`src/rtl/baud_pkg.sv`:
```
// Shared constants and helpers for the fractional baud generator.
// Register map addresses, reset divisor and a divisor calculator for software/bench use.
package baud_pkg;

    localparam logic [1:0] BAUD_ADDR_DIV_LO = 2'd0;
    localparam logic [1:0] BAUD_ADDR_DIV_HI = 2'd1;
    localparam logic [1:0] BAUD_ADDR_FRAC   = 2'd2;

    // Legacy reset value: 50 MHz core, 9600 bps, 16x oversampling.
    localparam int BAUD_DEFAULT_DIV = 326;

    // Integer divisor for a clock/baud pair; the rx period is divisor+1 cycles.
    function automatic int baud_calc_div(input longint clk_hz, input longint baud,
                                         input longint oversample);
        longint step;
        step = baud * oversample;
        return int'((clk_hz + step / 2) / step) - 1;
    endfunction

endpackage

```
`src/rtl/baud_generator_frac_if.sv`:
```
// Register-write, resync and tick bundle between the bus/UART side and the baud generator.
// No backpressure: writes take effect on the strobe cycle, ticks are one-cycle pulses.
interface baud_generator_frac_if #(
    parameter int DIV_W = 16
);
    logic             en;
    logic             wr_en;
    logic [1:0]       wr_addr;
    logic [7:0]       wr_data;
    logic             rx_resync;
    logic             rx_tick;
    logic             tx_tick;
    logic [DIV_W-1:0] div_q;
    logic             cfg_pending;

    modport master (
        output en, wr_en, wr_addr, wr_data, rx_resync,
        input  rx_tick, tx_tick, div_q, cfg_pending
    );

    modport slave (
        input  en, wr_en, wr_addr, wr_data, rx_resync,
        output rx_tick, tx_tick, div_q, cfg_pending
    );
endinterface

```
`src/rtl/baud_frac_accum.sv`:
```
// Fractional phase accumulator: advances by frac_i on each rx wrap, carry_o adds one cycle.
// Carry is combinational from the current accumulator; no backpressure.
module baud_frac_accum #(
    parameter int FRAC_W = 4,
    parameter int FW     = (FRAC_W > 0) ? FRAC_W : 1
) (
    input  logic          clk,
    input  logic          rst,
    input  logic          clr_i,
    input  logic          adv_i,
    input  logic [FW-1:0] frac_i,
    output logic          carry_o
);

    if (FRAC_W == 0) begin : g_none
        assign carry_o = 1'b0;
    end else begin : g_accum
        logic [FRAC_W-1:0] acc_q, acc_d;
        logic [FRAC_W:0]   sum;

        assign sum     = {1'b0, acc_q} + {1'b0, frac_i};
        assign carry_o = sum[FRAC_W];

        always_comb begin
            acc_d = acc_q;
            if (clr_i) begin
                acc_d = '0;
            end else if (adv_i) begin
                acc_d = sum[FRAC_W-1:0];
            end
        end

        always_ff @(posedge clk) begin
            if (rst) begin
                acc_q <= '0;
            end else begin
                acc_q <= acc_d;
            end
        end
    end

endmodule

```
`src/rtl/baud_generator_frac.sv`:
```
// Integer+fractional baud generator: rx_tick every div+1(+carry) cycles, tx_tick every OVERSAMPLE rx_ticks.
// Ticks registered one cycle after the counter wrap; no backpressure, en low freezes the phase.
module baud_generator_frac
    import baud_pkg::*;
#(
    parameter int DIV_W       = 16,
    parameter int FRAC_W      = 4,
    parameter int OVERSAMPLE  = 16,
    parameter int DEFAULT_DIV = BAUD_DEFAULT_DIV
) (
    input  logic                   clk,
    input  logic                   rst,
    baud_generator_frac_if.slave   bus
);

    localparam int               FW      = (FRAC_W > 0) ? FRAC_W : 1;
    localparam int               TXW     = $clog2(OVERSAMPLE);
    localparam logic [DIV_W-1:0] DEF_DIV = DIV_W'(DEFAULT_DIV);
    localparam logic [TXW-1:0]   TX_TOP  = TXW'(OVERSAMPLE - 1);

    logic [DIV_W-1:0] active_div_q, active_div_d;
    logic [7:0]       staged_lo_q, staged_lo_d;
    logic [FW-1:0]    active_frac_q, active_frac_d;
    logic [FW-1:0]    staged_frac_q, staged_frac_d;
    logic [DIV_W-1:0] cnt_q, cnt_d;
    logic [TXW-1:0]   tx_sub_q, tx_sub_d;
    logic             rx_tick_q, rx_tick_d;
    logic             tx_tick_q, tx_tick_d;
    logic             pending_q, pending_d;

    logic             commit;
    logic             wrap;
    logic             carry;
    logic [DIV_W:0]   reload_sum;
    logic [DIV_W-1:0] reload;

    assign commit = bus.wr_en && (bus.wr_addr == BAUD_ADDR_DIV_HI);
    assign wrap   = bus.en && !commit && !bus.rx_resync && (cnt_q == '0);

    // A carry on the largest divisor would overflow the counter, so it is dropped.
    assign reload_sum = {1'b0, active_div_q} + {{DIV_W{1'b0}}, carry};
    assign reload     = reload_sum[DIV_W] ? active_div_q : reload_sum[DIV_W-1:0];

    baud_frac_accum #(
        .FRAC_W (FRAC_W)
    ) u_accum (
        .clk     (clk),
        .rst     (rst),
        .clr_i   (commit),
        .adv_i   (wrap),
        .frac_i  (active_frac_q),
        .carry_o (carry)
    );

    always_comb begin
        active_div_d  = active_div_q;
        staged_lo_d   = staged_lo_q;
        active_frac_d = active_frac_q;
        staged_frac_d = staged_frac_q;
        cnt_d         = cnt_q;
        tx_sub_d      = tx_sub_q;
        rx_tick_d     = 1'b0;
        tx_tick_d     = 1'b0;
        pending_d     = pending_q;

        if (bus.wr_en && (bus.wr_addr == BAUD_ADDR_DIV_LO)) begin
            staged_lo_d = bus.wr_data;
            pending_d   = 1'b1;
        end
        if (bus.wr_en && (bus.wr_addr == BAUD_ADDR_FRAC)) begin
            staged_frac_d = bus.wr_data[FW-1:0];
            pending_d     = 1'b1;
        end

        if (commit) begin
            active_div_d  = {bus.wr_data[DIV_W-9:0], staged_lo_q};
            active_frac_d = staged_frac_q;
            cnt_d         = {bus.wr_data[DIV_W-9:0], staged_lo_q};
            tx_sub_d      = TX_TOP;
            pending_d     = 1'b0;
        end else if (bus.rx_resync) begin
            // Land mid-bit: half a period to the next oversample tick, tx phase untouched.
            cnt_d = active_div_q >> 1;
        end else if (bus.en) begin
            if (!wrap) begin
                cnt_d = cnt_q - 1'b1;
            end else begin
                cnt_d     = reload;
                rx_tick_d = 1'b1;
                if (tx_sub_q == '0) begin
                    tx_tick_d = 1'b1;
                    tx_sub_d  = TX_TOP;
                end else begin
                    tx_sub_d = tx_sub_q - 1'b1;
                end
            end
        end
    end

    always_ff @(posedge clk) begin
        if (rst) begin
            active_div_q  <= DEF_DIV;
            staged_lo_q   <= DEF_DIV[7:0];
            active_frac_q <= '0;
            staged_frac_q <= '0;
            cnt_q         <= DEF_DIV;
            tx_sub_q      <= TX_TOP;
            rx_tick_q     <= 1'b0;
            tx_tick_q     <= 1'b0;
            pending_q     <= 1'b0;
        end else begin
            active_div_q  <= active_div_d;
            staged_lo_q   <= staged_lo_d;
            active_frac_q <= active_frac_d;
            staged_frac_q <= staged_frac_d;
            cnt_q         <= cnt_d;
            tx_sub_q      <= tx_sub_d;
            rx_tick_q     <= rx_tick_d;
            tx_tick_q     <= tx_tick_d;
            pending_q     <= pending_d;
        end
    end

    assign bus.rx_tick     = rx_tick_q;
    assign bus.tx_tick     = tx_tick_q;
    assign bus.div_q       = active_div_q;
    assign bus.cfg_pending = pending_q;

endmodule

```
`src/flat_wrapper.sv`:
```
// flat-port wrapper written by rule: the top's interface ports become plain ports
module baud_generator_frac_flat import baud_pkg::*;
#(
    parameter int DIV_W       = 16,
    parameter int FRAC_W      = 4,
    parameter int OVERSAMPLE  = 16,
    parameter int DEFAULT_DIV = BAUD_DEFAULT_DIV
)
  (clk, rst, bus_en, bus_wr_en, bus_wr_addr, bus_wr_data, bus_rx_resync, bus_rx_tick, bus_tx_tick, bus_div_q, bus_cfg_pending);
  baud_generator_frac_if #(.DIV_W(DIV_W)) bus_i ();
  input  logic clk;
  input  logic rst;
  input wire logic [$bits(bus_i.en)-1:0] bus_en;
  input wire logic [$bits(bus_i.wr_en)-1:0] bus_wr_en;
  input wire logic [$bits(bus_i.wr_addr)-1:0] bus_wr_addr;
  input wire logic [$bits(bus_i.wr_data)-1:0] bus_wr_data;
  input wire logic [$bits(bus_i.rx_resync)-1:0] bus_rx_resync;
  output wire logic [$bits(bus_i.rx_tick)-1:0] bus_rx_tick;
  output wire logic [$bits(bus_i.tx_tick)-1:0] bus_tx_tick;
  output wire logic [$bits(bus_i.div_q)-1:0] bus_div_q;
  output wire logic [$bits(bus_i.cfg_pending)-1:0] bus_cfg_pending;
  assign bus_i.en = bus_en;
  assign bus_i.wr_en = bus_wr_en;
  assign bus_i.wr_addr = bus_wr_addr;
  assign bus_i.wr_data = bus_wr_data;
  assign bus_i.rx_resync = bus_rx_resync;
  assign bus_rx_tick = bus_i.rx_tick;
  assign bus_tx_tick = bus_i.tx_tick;
  assign bus_div_q = bus_i.div_q;
  assign bus_cfg_pending = bus_i.cfg_pending;
  baud_generator_frac #(.DIV_W(DIV_W), .FRAC_W(FRAC_W), .OVERSAMPLE(OVERSAMPLE), .DEFAULT_DIV(DEFAULT_DIV)) u_core (.clk(clk), .rst(rst), .bus(bus_i));
endmodule
```
`config.mk`:
```
export PLATFORM = sky130hd
export DESIGN_NAME = baud_generator_frac_flat
export DESIGN_NICKNAME = d
export VERILOG_FILES = /design/src/rtl/baud_pkg.sv /design/src/rtl/baud_generator_frac_if.sv /design/src/rtl/baud_frac_accum.sv /design/src/rtl/baud_generator_frac.sv /design/src/flat_wrapper.sv
export SDC_FILE = /design/constraint.sdc
export NUM_CORES = 1
export LEC_CHECK = 0
export ABC_AREA = 1
export CAP_MARGIN = 20
export CORE_AREA = 2 2 86 88
export DETAILED_ROUTE_END_ITERATION = 7
export DIE_AREA = 0 0 88 90
export GPL_ROUTABILITY_DRIVEN = 0
export MAX_ROUTING_LAYER = met4
export PLACE_DENSITY = 0.75
export SLEW_MARGIN = 10
export SYNTH_ARGS = -nofsm -noshare
export SYNTH_HDL_FRONTEND = slang
export SYNTH_SLANG_ARGS = --single-unit
```
`constraint.sdc`:
```
create_clock -name clk -period 7.4 [get_ports clk]
set_input_delay 1.11 -clock clk [delete_from_list [all_inputs] [get_ports clk]]
set_output_delay 1.11 -clock clk [all_outputs]
set_load 0.03 [all_outputs]
```
==> reports/results.env <==
STATUS='finished, final reports clean'
TIMING.REG2REG.WORST_PATH_DEPTH=14
LEAKAGEPOWER_nW=1.90
ROUTED-VIA-COUNT=3772
SYNTH_AREA_SQ_MM=0.00371
FINALSETUPVIOLCOUNT=0
RSZ_0062_RAISED_AFTER_GLOBAL_ROUTING='false'
HOLD_VIOL_FINAL=0
INSERTION_DELAY_PS=350
NETLIST-CELL-TYPE-COUNT=40
WORST-SLEW-PIN-TRANSITION_PS=1030
IO-PIN-COUNT=34
NUMBER_OF_PLACEMENT_ROWS=31
FIRST_GLOBAL_VIAS=3551
YS_SEQ_AREA_FRAC=0.319
MAXIMUM_NUMBER_OF_PINS_ON_ONE_NET_BEFORE_GLOBAL_ROUTE_REPAIR=37
SYNTHESIS.INSTANCES=559
TIMING.CRITICAL_PATH.TO_TYPE='register'
FINAL.PERIOD_UTILIZATION=0.459
FP.DIEW_UM=88
SYNTH.AREA.TOP_CELLS='dfxtp_1, nand2_1, nand3_1'
CTS_HOLD_BUF=0
CLOCKPOWERSHARE=0.409
AREA_FRACTION_OF_THE_DOMINANT_CELL_TYPE_AFTER_SYNTHESIS=0.319
MAX_SLEW_MARGIN=0.311
PATH_CLASS='input pin to register'
POWER.INTERNAL_uW=574
WL_MM=10.3
VIAS_PER_CELL=5.47
MIN_PATH_TYPE='register to register'
R2R_END='u_core.cnt_q[7]$_SDFFE_PP0P_'
DR.PASS1.ITERS=7
SWITCHINGPOWER_uW=220
PORTBUFFERS=33
CLOCK_SINK_COUNT=59
INITIAL_CORE_UTIL=0.528
YOSYS.AREA.TOP_TYPE='dfxtp_1'
PATH_CLK_SLEW_PS=60
FINAL_LAYOUT_SETUP_TOTAL_NEGATIVE_SLACK_PS=0
FINAL_UTIL=0.607
POWERDENSITY_mW_PER_MM2=186
FMAX_GHz=0.294
DRTANTENNAVIOLNETS=0
AREA_GROWTH_PCT=15.0
MULTI_INPUT_COMB_AREA_SQ_MM=0.00219
GRT_PASS1_WL_MM=17.0
SEQCELLAREA_SQ_MM=0.00118
GRT_REMAINING_OVERFLOW=0
FF2FF_SETUP_SLACK_PS=4720
CLOCK-ROOT-BUFFER='clkbuf_8'
CLOCK_SKEW_PS=6.28
CP_MAX_FO=32
POWER.SHARE.COMBINATIONAL=0.150
WORST_HOLD_STARTPOINT='u_core.tx_sub_q[2]$_SDFFE_PP1P_'
MIN_PERIOD_PS=3400
CTSLONGESTPATHBUFFERS=2
CP-START-KIND='input pin'
DETAIL_ROUTE.WL_PER_CELL_UM=15.0
POSTCTSSETUPBUFFERS=0
CTS_TREE='done'
FINAL_CELL_AREA_SQ_MM=0.00426
TIMING.RR.START='u_core.u_accum.g_accum.acc_q[0]$_SDFFE_PP0P_'
CORE_AREA_SQ_MM=0.00702
GRT_USAGE=0.283
CRITPATHREQUIREDTIME_PS=7630
POST_CTS_RESIZE_COUNT=0
CTS_BUFFERS=9
SLEW_VIOL_FINAL=0
SYNTHESIS.NETS=583
GRT_ANTENNA_BEFORE_REPAIR=0
REMAINING_DRC_ERRORS=0
AVGSYNTHCELLAREA_SQ_UM=6.63
FINAL_NETS=611
RELATIVE_CONTRIBUTION_OF_SEQUENTIAL_CELLS_TO_TOTAL_POWER=0.441
FINAL_COMMON_CELL='nand2_1'
PLACE_WS_PS=3740
WORST_HOLD_PATH.ENDPOINT='u_core.tx_sub_q[2]$_SDFFE_PP1P_'
DIE_HEIGHT_UM=90
CP.ARRIVAL_PS=3630
MAX-CAP-VIOLATIONS=0
LAYOUT_SETUP_WS_PS=4000
VDD_IR_DROP_MAX_mV=0.108
FLOORPLAN.DIE_AREA_SQ_MM=0.00792
HIGHEST_COUNT_CELLS_IN_THE_LAYOUT_IGNORING_FILL_AND_TAPS='nand2_1, dfxtp_1, nor2_1, inv_1, nand3_1'
FIRST_ITER_VIOLATIONS=299
PLACE_AREA_SQ_MM=0.00406
FINAL_LAYOUT_SIZE_SUFFIX_GT1_FRAC=0.103
SYNTHESIZED_FLOP_AND_LATCH_TOTAL=59
PLACE_HPWL_MM=7.66
HTREE_NUM_LEVELS=3
ANTENNA-DIODE-COUNT=0
YOSYSWARNINGS=0
SW_FRAC=0.277
MIN_PATH_CELLS=2
FILLERINSTANCES=665
kinds of logic (layout without fill, tap and decap cells):
| logic type | count (synthesis) | count (layout) | synth area share |
|---|---|---|---|
| and+or+nand+nor | 307 | 307 | 0.400 |
| AOI/OAI and AO/OA | 97 | 97 | 0.136 |
| buffers and inverters | 78 | 110 | 0.0915 |
| DFF | 59 | 59 | 0.319 |
| adders and majority gates | 9 | 9 | 0.0324 |
| xor gates and xnor gates | 9 | 9 | 0.0213 |
layer usage:
metal / part of all wire / global-route usage
met1: 0.45 / 0.371
met2: 0.47 / 0.439
met3: 0.065 / 0.0514
met4: 0.016 / 0.0936
met5: 0 / -
worst max-delay path, stage by stage:
cell	delay, ps
clkdlybuf4s50_1	510
nand2_1	100
nor2_4	580
nor2_4	140
inv_2	250
nor2_2	120
inv_2	380
nand2_1	120
a21oi_1	230
nor2_1	70
registers in the layout, summed over array words and instances (netlist names):
register / count
u_core.active_frac_q: 4
u_core.bus.cfg_pending: 1
u_core.bus.div_q: 16
u_core.bus.rx_tick: 1
u_core.bus.tx_tick: 1
u_core.cnt_q: 16
u_core.staged_frac_q: 4
u_core.staged_lo_q: 8
u_core.tx_sub_q: 4
u_core.u_accum.g_accum.acc_q: 4
worst max path at each step:
stage / slack (ps) / end / start
finish: 4000 / u_core.cnt_q[7]$_SDFFE_PP0P_ / bus_wr_en
global route: 3830 / u_core.cnt_q[7]$_SDFFE_PP0P_ / bus_wr_en
CTS: 4090 / u_core.cnt_q[7]$_SDFFE_PP0P_ / bus_wr_en
detailed placement: 3740 / u_core.cnt_q[7]$_SDFFE_PP0P_ / bus_wr_en
global placement: 3750 / u_core.cnt_q[7]$_SDFFE_PP0P_ / bus_wr_en
floorplan: 5050 / u_core.cnt_q[11]$_SDFFE_PP0P_ / u_core.u_accum.g_accum.acc_q[0]$_SDFFE_PP0P_
power by group through the flow:
| stage | sequential [mW] | combinational (mW) | clock (mW) |
|---|---|---|---|
| after floorplan | 0.358 | 0.0788 | 0 |
| after global placement | 0.357 | 0.116 | 0 |
| after detailed placement | 0.357 | 0.117 | 0 |
| after CTS | 0.350 | 0.118 | 0.324 |
| after global routing | 0.352 | 0.133 | 0.339 |
| final | 0.350 | 0.119 | 0.325 |
final cells by class:
class,instances,area share
clock inverter,2,0.0141
tap,99,0.0290
clock buffer,13,0.0349
timing repair buffer,33,0.0775
multi-input combinational,422,0.513
sequential,59,0.277
inverter,62,0.0546
cell usage after synthesis:
| library cell | n |
|---|---|
| inv_2 | 11 |
| o22ai_1 | 1 |
| nor2_4 | 8 |
| or2_2 | 1 |
| buf_4 | 1 |
| nand3b_1 | 3 |
| o211ai_1 | 1 |
| nor2_1 | 52 |
| nand2_1 | 159 |
| buf_6 | 5 |
| nor2_8 | 2 |
| nand4_1 | 5 |
| inv_1 | 51 |
| fa_1 | 1 |
| a21oi_2 | 2 |
| nand2_2 | 5 |
| nand3_2 | 4 |
| o2111ai_1 | 1 |
| o21ai_0 | 33 |
| clkbuf_1 | 6 |
| nor3_1 | 2 |
| dfxtp_1 | 59 |
| or2_1 | 1 |
| nand3b_4 | 1 |
| xnor2_1 | 3 |
| nand3_4 | 2 |
| o21bai_1 | 1 |
| nand4_4 | 1 |
| nand4_2 | 1 |
| nor3_2 | 2 |
| ha_1 | 8 |
| o21ai_1 | 15 |
| and3_1 | 1 |
| a21oi_1 | 41 |
| a31oi_1 | 2 |
| and2_1 | 1 |
| nand3_1 | 47 |
| nor2_2 | 9 |
| xor2_1 | 6 |
| buf_2 | 4 |
stage by stage:
step	hold slack, ps	power [mW]	std cells
2_1_floorplan	428	0.437	559
3_3_place_gp	440	0.472	675
3_5_place_dp	444	0.474	675
4_1_cts	460	0.792	690
5_1_grt	494	0.824	690
6_report	457	0.794	690
(Power assumes the default switching activity.)
